==> config.mk <==
export PLATFORM = sky130hd
export DESIGN_NAME = fb_port_arbiter_flat
export DESIGN_NICKNAME = d
export VERILOG_FILES = /design/src/rtl/fb_port_arbiter_if.sv /design/src/rtl/fb_port_arbiter.sv /design/src/flat_wrapper.sv
export SDC_FILE = /design/constraint.sdc
export NUM_CORES = 1
export LEC_CHECK = 0
export CAP_MARGIN = 20
export CORE_ASPECT_RATIO = 1.5
export CORE_MARGIN = 10
export CORE_UTILIZATION = 40
export DETAILED_ROUTE_END_ITERATION = 10
export GPL_TIMING_DRIVEN = 0
export PLACE_DENSITY = 0.71
export SYNTH_ARGS = -nofsm -noshare
export SYNTH_HDL_FRONTEND = slang
export SYNTH_SLANG_ARGS = --single-unit
==> constraint.sdc <==
create_clock -name vgaclk -period 4.42 [get_ports vgaclk]
set_input_delay 0.442 -clock vgaclk [delete_from_list [all_inputs] [get_ports vgaclk]]
set_output_delay 0.442 -clock vgaclk [all_outputs]
set_load 0.02 [all_outputs]
==> src/rtl/fb_port_arbiter_if.sv <==
// Bus bundle between the framebuffer arbiter, its two clients and the RAM.
// The arbiter takes the slave view; the surrounding logic drives the master view.
interface fb_port_arbiter_if #(
  parameter int ADDR_W = 18,
  parameter int DATA_W = 8,
  parameter int DEPTH  = 8
);
  localparam int LVL_W = $clog2(DEPTH) + 1;

  logic              rd_req;
  logic [ADDR_W-1:0] rd_addr;
  logic              rd_valid;
  logic [DATA_W-1:0] rd_data;
  logic              wr_valid;
  logic [ADDR_W-1:0] wr_addr;
  logic [DATA_W-1:0] wr_data;
  logic              wr_ready;
  logic [ADDR_W-1:0] mem_addr;
  logic              mem_we;
  logic [DATA_W-1:0] mem_wdata;
  logic [DATA_W-1:0] mem_rdata;
  logic              ovf;
  logic              ovf_clr;
  logic [LVL_W-1:0]  fifo_level;

  modport slave (
    input  rd_req, rd_addr, wr_valid, wr_addr, wr_data, mem_rdata, ovf_clr,
    output rd_valid, rd_data, wr_ready, mem_addr, mem_we, mem_wdata, ovf, fifo_level
  );

  modport master (
    output rd_req, rd_addr, wr_valid, wr_addr, wr_data, mem_rdata, ovf_clr,
    input  rd_valid, rd_data, wr_ready, mem_addr, mem_we, mem_wdata, ovf, fifo_level
  );
endinterface

==> src/rtl/fb_port_arbiter.sv <==
// Single-port framebuffer arbiter: display reads have strict priority, capture
// writes are queued in a small FIFO and drained only in cycles with no read.
module fb_port_arbiter #(
  parameter int ADDR_W = 18,
  parameter int DATA_W = 8,
  parameter int DEPTH  = 8
) (
  input logic             vgaclk,
  input logic             reset,
  fb_port_arbiter_if.slave bus
);
  localparam int PTR_W = $clog2(DEPTH);
  localparam int LVL_W = PTR_W + 1;

  typedef enum logic [1:0] {OP_IDLE, OP_RD, OP_WR} op_e;

  op_e               state_q, state_d;
  logic [ADDR_W-1:0] fifo_addr [DEPTH];
  logic [DATA_W-1:0] fifo_data [DEPTH];
  logic [PTR_W-1:0]  wr_ptr, rd_ptr;
  logic [LVL_W-1:0]  level;
  logic              full, empty, push, drop, pop;
  logic              vld_p0, vld_p1, rd_valid_p2;
  logic [ADDR_W-1:0] mem_addr_p0;
  logic [DATA_W-1:0] mem_wdata_p0, rd_data_p2;
  logic              ovf_q;

  // Occupancy comes from the registered level, so a slot freed by this
  // cycle's pop cannot be refilled in the same cycle.
  assign full  = (level == LVL_W'(DEPTH));
  assign empty = (level == '0);
  assign push  = bus.wr_valid && !full;
  assign drop  = bus.wr_valid && full;
  assign pop   = (state_d == OP_WR);

  always_comb begin
    state_d = OP_IDLE;
    if (bus.rd_req)  state_d = OP_RD;
    else if (!empty) state_d = OP_WR;
  end

  always_ff @(posedge vgaclk) begin
    if (push) begin
      fifo_addr[wr_ptr] <= bus.wr_addr;
      fifo_data[wr_ptr] <= bus.wr_data;
    end
  end

  always_ff @(posedge vgaclk or posedge reset) begin
    if (reset) begin
      state_q      <= OP_IDLE;
      wr_ptr       <= '0;
      rd_ptr       <= '0;
      level        <= '0;
      ovf_q        <= 1'b0;
      mem_addr_p0  <= '0;
      mem_wdata_p0 <= '0;
      vld_p0       <= 1'b0;
      vld_p1       <= 1'b0;
      rd_valid_p2  <= 1'b0;
      rd_data_p2   <= '0;
    end else begin
      state_q <= state_d;
      if (push) wr_ptr <= wr_ptr + PTR_W'(1);
      if (pop)  rd_ptr <= rd_ptr + PTR_W'(1);
      level <= level + LVL_W'(push) - LVL_W'(pop);

      // A drop wins over a simultaneous clear so no overflow goes unreported.
      if (drop)             ovf_q <= 1'b1;
      else if (bus.ovf_clr) ovf_q <= 1'b0;

      // p0: RAM command register
      case (state_d)
        OP_RD: mem_addr_p0 <= bus.rd_addr;
        OP_WR: begin
          mem_addr_p0  <= fifo_addr[rd_ptr];
          mem_wdata_p0 <= fifo_data[rd_ptr];
        end
        default: ;
      endcase
      vld_p0 <= bus.rd_req;

      // p1: RAM access in flight
      vld_p1 <= vld_p0;

      // p2: capture RAM output
      rd_valid_p2 <= vld_p1;
      if (vld_p1) rd_data_p2 <= bus.mem_rdata;
    end
  end

  assign bus.wr_ready   = !full && !reset;
  assign bus.mem_addr   = mem_addr_p0;
  assign bus.mem_we     = (state_q == OP_WR);
  assign bus.mem_wdata  = mem_wdata_p0;
  assign bus.rd_valid   = rd_valid_p2;
  assign bus.rd_data    = rd_data_p2;
  assign bus.ovf        = ovf_q;
  assign bus.fifo_level = level;
endmodule

==> src/flat_wrapper.sv <==
// flat-port wrapper written by rule: the top's interface ports become plain ports
module fb_port_arbiter_flat 
#(
  parameter int ADDR_W = 18,
  parameter int DATA_W = 8,
  parameter int DEPTH  = 8
)
  (vgaclk, reset, bus_rd_req, bus_rd_addr, bus_wr_valid, bus_wr_addr, bus_wr_data, bus_mem_rdata, bus_ovf_clr, bus_rd_valid, bus_rd_data, bus_wr_ready, bus_mem_addr, bus_mem_we, bus_mem_wdata, bus_ovf, bus_fifo_level);
  fb_port_arbiter_if #(.ADDR_W(ADDR_W), .DATA_W(DATA_W), .DEPTH(DEPTH)) bus_i ();
  input logic vgaclk;
  input logic reset;
  input wire logic [$bits(bus_i.rd_req)-1:0] bus_rd_req;
  input wire logic [$bits(bus_i.rd_addr)-1:0] bus_rd_addr;
  input wire logic [$bits(bus_i.wr_valid)-1:0] bus_wr_valid;
  input wire logic [$bits(bus_i.wr_addr)-1:0] bus_wr_addr;
  input wire logic [$bits(bus_i.wr_data)-1:0] bus_wr_data;
  input wire logic [$bits(bus_i.mem_rdata)-1:0] bus_mem_rdata;
  input wire logic [$bits(bus_i.ovf_clr)-1:0] bus_ovf_clr;
  output wire logic [$bits(bus_i.rd_valid)-1:0] bus_rd_valid;
  output wire logic [$bits(bus_i.rd_data)-1:0] bus_rd_data;
  output wire logic [$bits(bus_i.wr_ready)-1:0] bus_wr_ready;
  output wire logic [$bits(bus_i.mem_addr)-1:0] bus_mem_addr;
  output wire logic [$bits(bus_i.mem_we)-1:0] bus_mem_we;
  output wire logic [$bits(bus_i.mem_wdata)-1:0] bus_mem_wdata;
  output wire logic [$bits(bus_i.ovf)-1:0] bus_ovf;
  output wire logic [$bits(bus_i.fifo_level)-1:0] bus_fifo_level;
  assign bus_i.rd_req = bus_rd_req;
  assign bus_i.rd_addr = bus_rd_addr;
  assign bus_i.wr_valid = bus_wr_valid;
  assign bus_i.wr_addr = bus_wr_addr;
  assign bus_i.wr_data = bus_wr_data;
  assign bus_i.mem_rdata = bus_mem_rdata;
  assign bus_i.ovf_clr = bus_ovf_clr;
  assign bus_rd_valid = bus_i.rd_valid;
  assign bus_rd_data = bus_i.rd_data;
  assign bus_wr_ready = bus_i.wr_ready;
  assign bus_mem_addr = bus_i.mem_addr;
  assign bus_mem_we = bus_i.mem_we;
  assign bus_mem_wdata = bus_i.mem_wdata;
  assign bus_ovf = bus_i.ovf;
  assign bus_fifo_level = bus_i.fifo_level;
  fb_port_arbiter #(.ADDR_W(ADDR_W), .DATA_W(DATA_W), .DEPTH(DEPTH)) u_core (.vgaclk(vgaclk), .reset(reset), .bus(bus_i));
endmodule
After elaboration in Yosys (flattened, before gate mapping) --
Memory sizes are Yosys's and may differ from the RTL's. A register that Yosys moved wholly into a read port is not among the register bits. Index checks and enable logic that the tools add are counted.
Storage, ports and cells: memories kept 2, memory bits (writable) 208, bits in registers 42, bits of input ports 57, word-level logic and storage cells 35
Memory list:
- u_core.fifo_addr | words 8, width 18, rd ports 1, clocked after Yosys merged registers in 0, write ports 1, RTL line fb_port_arbiter.sv:18 | logic [ADDR_W-1:0] fifo_addr [DEPTH];
- u_core.fifo_data | words 8, width 8, rd ports 1, clocked after Yosys merged registers in 1, write ports 1, RTL line fb_port_arbiter.sv:19 | logic [DATA_W-1:0] fifo_data [DEPTH];
Operators by class: equality and inequality tests 4, reductions and logical operators 8, mux-type cells 7, add/subtract/negate cells 4
Operators with widths (number):
- one-hot mux 18 bit (2 select lines) | 1
- adder 3 x 1 -> 3 bit, second input constant | 2
- adder 4 x 1 -> 4 bit | 1
- == test 2 bit, second input constant | 2
- == test 4 bit, second input constant | 1
- logical NOT 4 bit | 1
- 2-to-1 mux 1 bit | 4
- 2-to-1 mux 2 bit | 2
- nonzero test 2 bit | 2
- subtractor 4 x 1 -> 4 bit | 1
- logical AND 1 bit | 3
- == test 2 x 1 -> 1 bit, second input constant | 1
- logical NOT 1 bit | 2

Longest topological paths before layout --
depth after elaboration 5, gate-level depth with buffers 13, gate-level depth less buffers 11

Least setup slack after synthesis --
No wires, ideal clock.
path kind reg2reg, start point reg u_core.level[2], in the netlist u_core.bus.fifo_level[2], end point mem u_core.fifo_addr[1][0], enable pin, period minus slack after synthesis 3481 ps, setup time 442 ps, data arrival time 3039 ps, setup slack 939 ps, stages on the path, launching flop included 7, path through dfrtp_1 -> inv_1 -> ha_1 -> or3b_2 -> clkbuf_1 -> nand3_1 -> nor3_1
Between the ends: cells in the longest elaborated chain, start to end 5
Ends and longest elaborated chain:
- from (decl) | RTL line fb_port_arbiter.sv:21 | logic [LVL_W-1:0] level;
- from (signal assigned) | RTL line fb_port_arbiter.sv:66 | level <= level + LVL_W'(push) - LVL_W'(pop);
- == test 4 bit | RTL line fb_port_arbiter.sv:30 | assign full = (level == LVL_W'(DEPTH));
- logical NOT 1 bit | RTL line fb_port_arbiter.sv:32 | assign push = bus.wr_valid && !full;
- logical AND 1 bit | RTL line fb_port_arbiter.sv:32
- 2-to-1 mux 1 bit | RTL line fb_port_arbiter.sv:43 | if (push) begin
- 2-to-1 mux 1 bit (implied by the code) | RTL line fb_port_arbiter.sv:44 | fifo_addr[wr_ptr] <= bus.wr_addr;
- to (decl) | RTL line fb_port_arbiter.sv:18
Every way passes these cells.

Worst setup path in the final report --
start point reg u_core.level[2], in the netlist u_core.bus.fifo_level[2], end point out bus_wr_ready
Between the ends: cells in the longest elaborated chain, start to end 3
Ends and longest elaborated chain:
- == test 4 bit | RTL line fb_port_arbiter.sv:30
- logical NOT 1 bit | RTL line fb_port_arbiter.sv:92 | assign bus.wr_ready = !full && !reset;
- logical AND 1 bit | RTL line fb_port_arbiter.sv:92
- to (decl) | RTL line flat_wrapper.sv:21 | output wire logic [$bits(bus_i.wr_ready)-1:0] bus_wr_ready;
Every way passes these cells.

==> results.md <==
- WP data required: 3.98 ns
- DRC violations left: 0
- Worst-path clk slew: approximately 0.07 ns
- Number of CTS-inserted buffers: 23
- Fin nets: 763
- RSZ-0062 raised after global routing: false
- Die area: 32500 um^2
- VDD IR max: between 0.3 and 0.4 mV
- Final hold violation count: 0
- FF/Latch Area: between 7000 and 8000 um^2
- Avg Inst Size Synth: 18.2 um^2
- Share of the synthesized area in the top cell type: 61.0%
- Syn Nets: 629
- Most frequent cell after synthesis: edfxtp_1
- Total grt overflow: 0
- Bufs and invs on worst path: 3
- Critical path class: reg -> out
- Async SR Flop Fraction: 19.1%
- Period minus WS final: 2.99 ns
- DR pass1 iterations: 6
- Top cells by area, synth: edfxtp_1 (61%), dfrtp_1 (12%), mux2_2 (5.0%)
- Setup crit start: u_core.bus.fifo_level[2]
- Worst Path Arrival: around 2.6 ns
- Critical path's largest stage delay: 0.54 ns
- Fin util: approximately 50%
- Largest net degree at the start of global routing: 27
- Initial Util: between 40% and 50%
- Final Wtd Congestion: roughly 0.77
- Yosys cell types: 43
- Initial antenna violation count: 2
- Dpl ws: 1.58 ns
- Core ar.: roughly 25000 um^2
- Area occupied by multi-input gates: about 2500 um^2
- Area growth from synthesis to layout: 23.1%
- Pwr Total: 7.92 mW
- First-pass GRT wire length: 35.8 mm
- Status: finished clean
- Top post-synthesis cells by count: edfxtp_1 (208), dfrtp_1 (49), mux2_2 (45), nand2b_1 (34), mux2i_1 (32)
- GRT Util Overall: 14.5%
- Worst-path fanout max: 6
- Finished Layout Cells: 1042
- Layout cells sized above 1: 20.2%
- Synth Warn #: 0
- LEAKAGE: ~4.4 nW
- Via density: 5.34
- CTS max path bufs: 3
- Hold Crit Class: in -> async
- CTS tree: yes
- Critical Path End Type: output port
- Final setup fails: 0
- Io pins: 99
- Worst hold slack: 0.356 ns
- Die height: between 200 and 250 um
- # resized after CTS: 0
- ANT nets after route: 0
- Crit path max-delay family: buffers and inverters
- Filler cell count: 2005
- Worst setup margin: 1.43 ns
- Hpwl dp: 16.3 mm
- Worst r2r src: u_core.bus.fifo_level[2]
- Via count: between 5000 and 6000
- Worst Tran Pin Value: 0.995 ns
- Slew Limit Fails: 0
- Hold Buf Count CTS: 0
- Post-synth EDFFs: 208
- # H-tree levels: 1
- Fmax achieved: 0.334 GHz
- Area leader, netlist: edfxtp_1
- Post-Place Cells: 1000
- Nature of the critical path startpoint: flop
- Clock latency on the worst-skew pair: 0.51 ns
- FF+latch count, synth: 257
- Root buf cell: clkbuf_16
- Final wirelength: 23.8 mm
- PwrDens: approximately 630 nW/um^2
- Netlist Area Pre-Place: around 10000 um^2
- Seq/Total Area, Yosys: 73.0%
- Worst-path cell chain: inv_1 -> ha_1 -> or3b_2 -> clkbuf_1 -> and2_1 -> clkdlybuf4s50_1
- Max-cap violations: 0
- Top_reg_cell synth: edfxtp_1
- Final period utilization: 67.7%
- Vias in the first global route: 6045
- Mapped Cells: 563
- I/O Buffers: 98
- Relative slew slack: 33.4%
- FP Rows: between 70 and 80
- Fin Clk Skew: about 0.013 ns
- # clock sinks: 257
- Avg WL per Cell: 22.9 um
- Total setup buffers inserted after CTS: 0
- Critical path's slowest cell: clkdlybuf4s50_1
- Die Width: 151 um
- Initial DRC count: around 340
==> per-stage QoR <==
stage / TNS [ns] / area, um^2
global route: 0 / 12600
CTS: 0 / 12600
global placement: -46.70 / 11600
detailed placement: 0 / 11900
floorplan: 0 / 10200
finish: 0 / 12600
==> placed cells by master, fill, tap and decap left out, drive strengths merged, types with 8 or more instances in the layout <==
master	synthesis	layout
o31ai	26	26
ha	8	8
a31oi	18	18
mux2i	32	32
inv	12	15
clkinv	0	9
a22o	16	16
a22oi	17	17
o21ai	8	8
buf	17	28
clkbuf	14	39
edfxtp	208	208
dfrtp	49	49
mux4	18	18
mux2	46	46
clkdlybuf4s50	0	98
nand2b	35	35
==> cell families (layout without fill, tap and decap cells) <==
group,after synthesis,after routing,synth area share (%)
XOR/XNOR,6,6,0.514
flip-flops,257,257,73.0
AO/OA/AOI/OAI,89,89,6.66
buffers and inverters,43,193,2.70
AND/OR/NAND/NOR,63,63,3.62
other,0,1,0
multiplexers,96,96,12.3
adder cells (fa/ha/maj),9,9,1.17
==> sequential cells by signal, indices dropped and copies added (netlist names) <==
name / count
u_core.bus.rd_valid: 1
u_core.bus.fifo_level: 4
u_core.fifo_addr: 144
u_core.bus.mem_wdata: 8
u_core.wr_ptr: 3
u_core.fifo_data: 64
u_core.bus.rd_data: 8
u_core.bus.ovf: 1
u_core.state_q: 2
u_core.vld_p1: 1
u_core.bus.mem_addr: 18
u_core.rd_ptr: 3
==> where the power goes <==
part,internal (mW),switching [mW]
registers,3.10,0.196
logic,1.23,1.47
clock network,1.08,0.849
==> final timing paths <==
kind / to / slack, ns / cells past startpoint
worst max-delay path: bus_wr_ready / 1.43 / 6
worst min-delay path: u_core.bus.ovf / 0.36 / 2
worst max register to register: u_core.bus.fifo_level[2] / 1.57 / 12
worst min register to register: u_core.vld_p1 / 0.38 / 0
max in group asynchronous: u_core.bus.mem_addr[1] / 3.48 / 3
min in group vgaclk: u_core.vld_p1 / 0.38 / 0
==> area by class of cell <==
class,instances,area share [%]
tap,328,3.26
antenna,1,0.0199
buffer,31,1.82
inverter,12,0.378
clock inverter,16,1.21
multi-input combinational,263,20.2
sequential,257,59.3
clock buffer,25,4.63
timing repair buffer,109,9.15
==> metal layers <==
metal  share of wire [%]  vias to the layer above  track usage [%]
met5               0.034                        -                0
met4                 2.6                        2             4.99
met3                 6.5                       44             3.08
met2                  54                      171             26.8
met1                  37                     2871             15.9
li1                    -                     2475                -
Power figures use the tool's default switching activity.
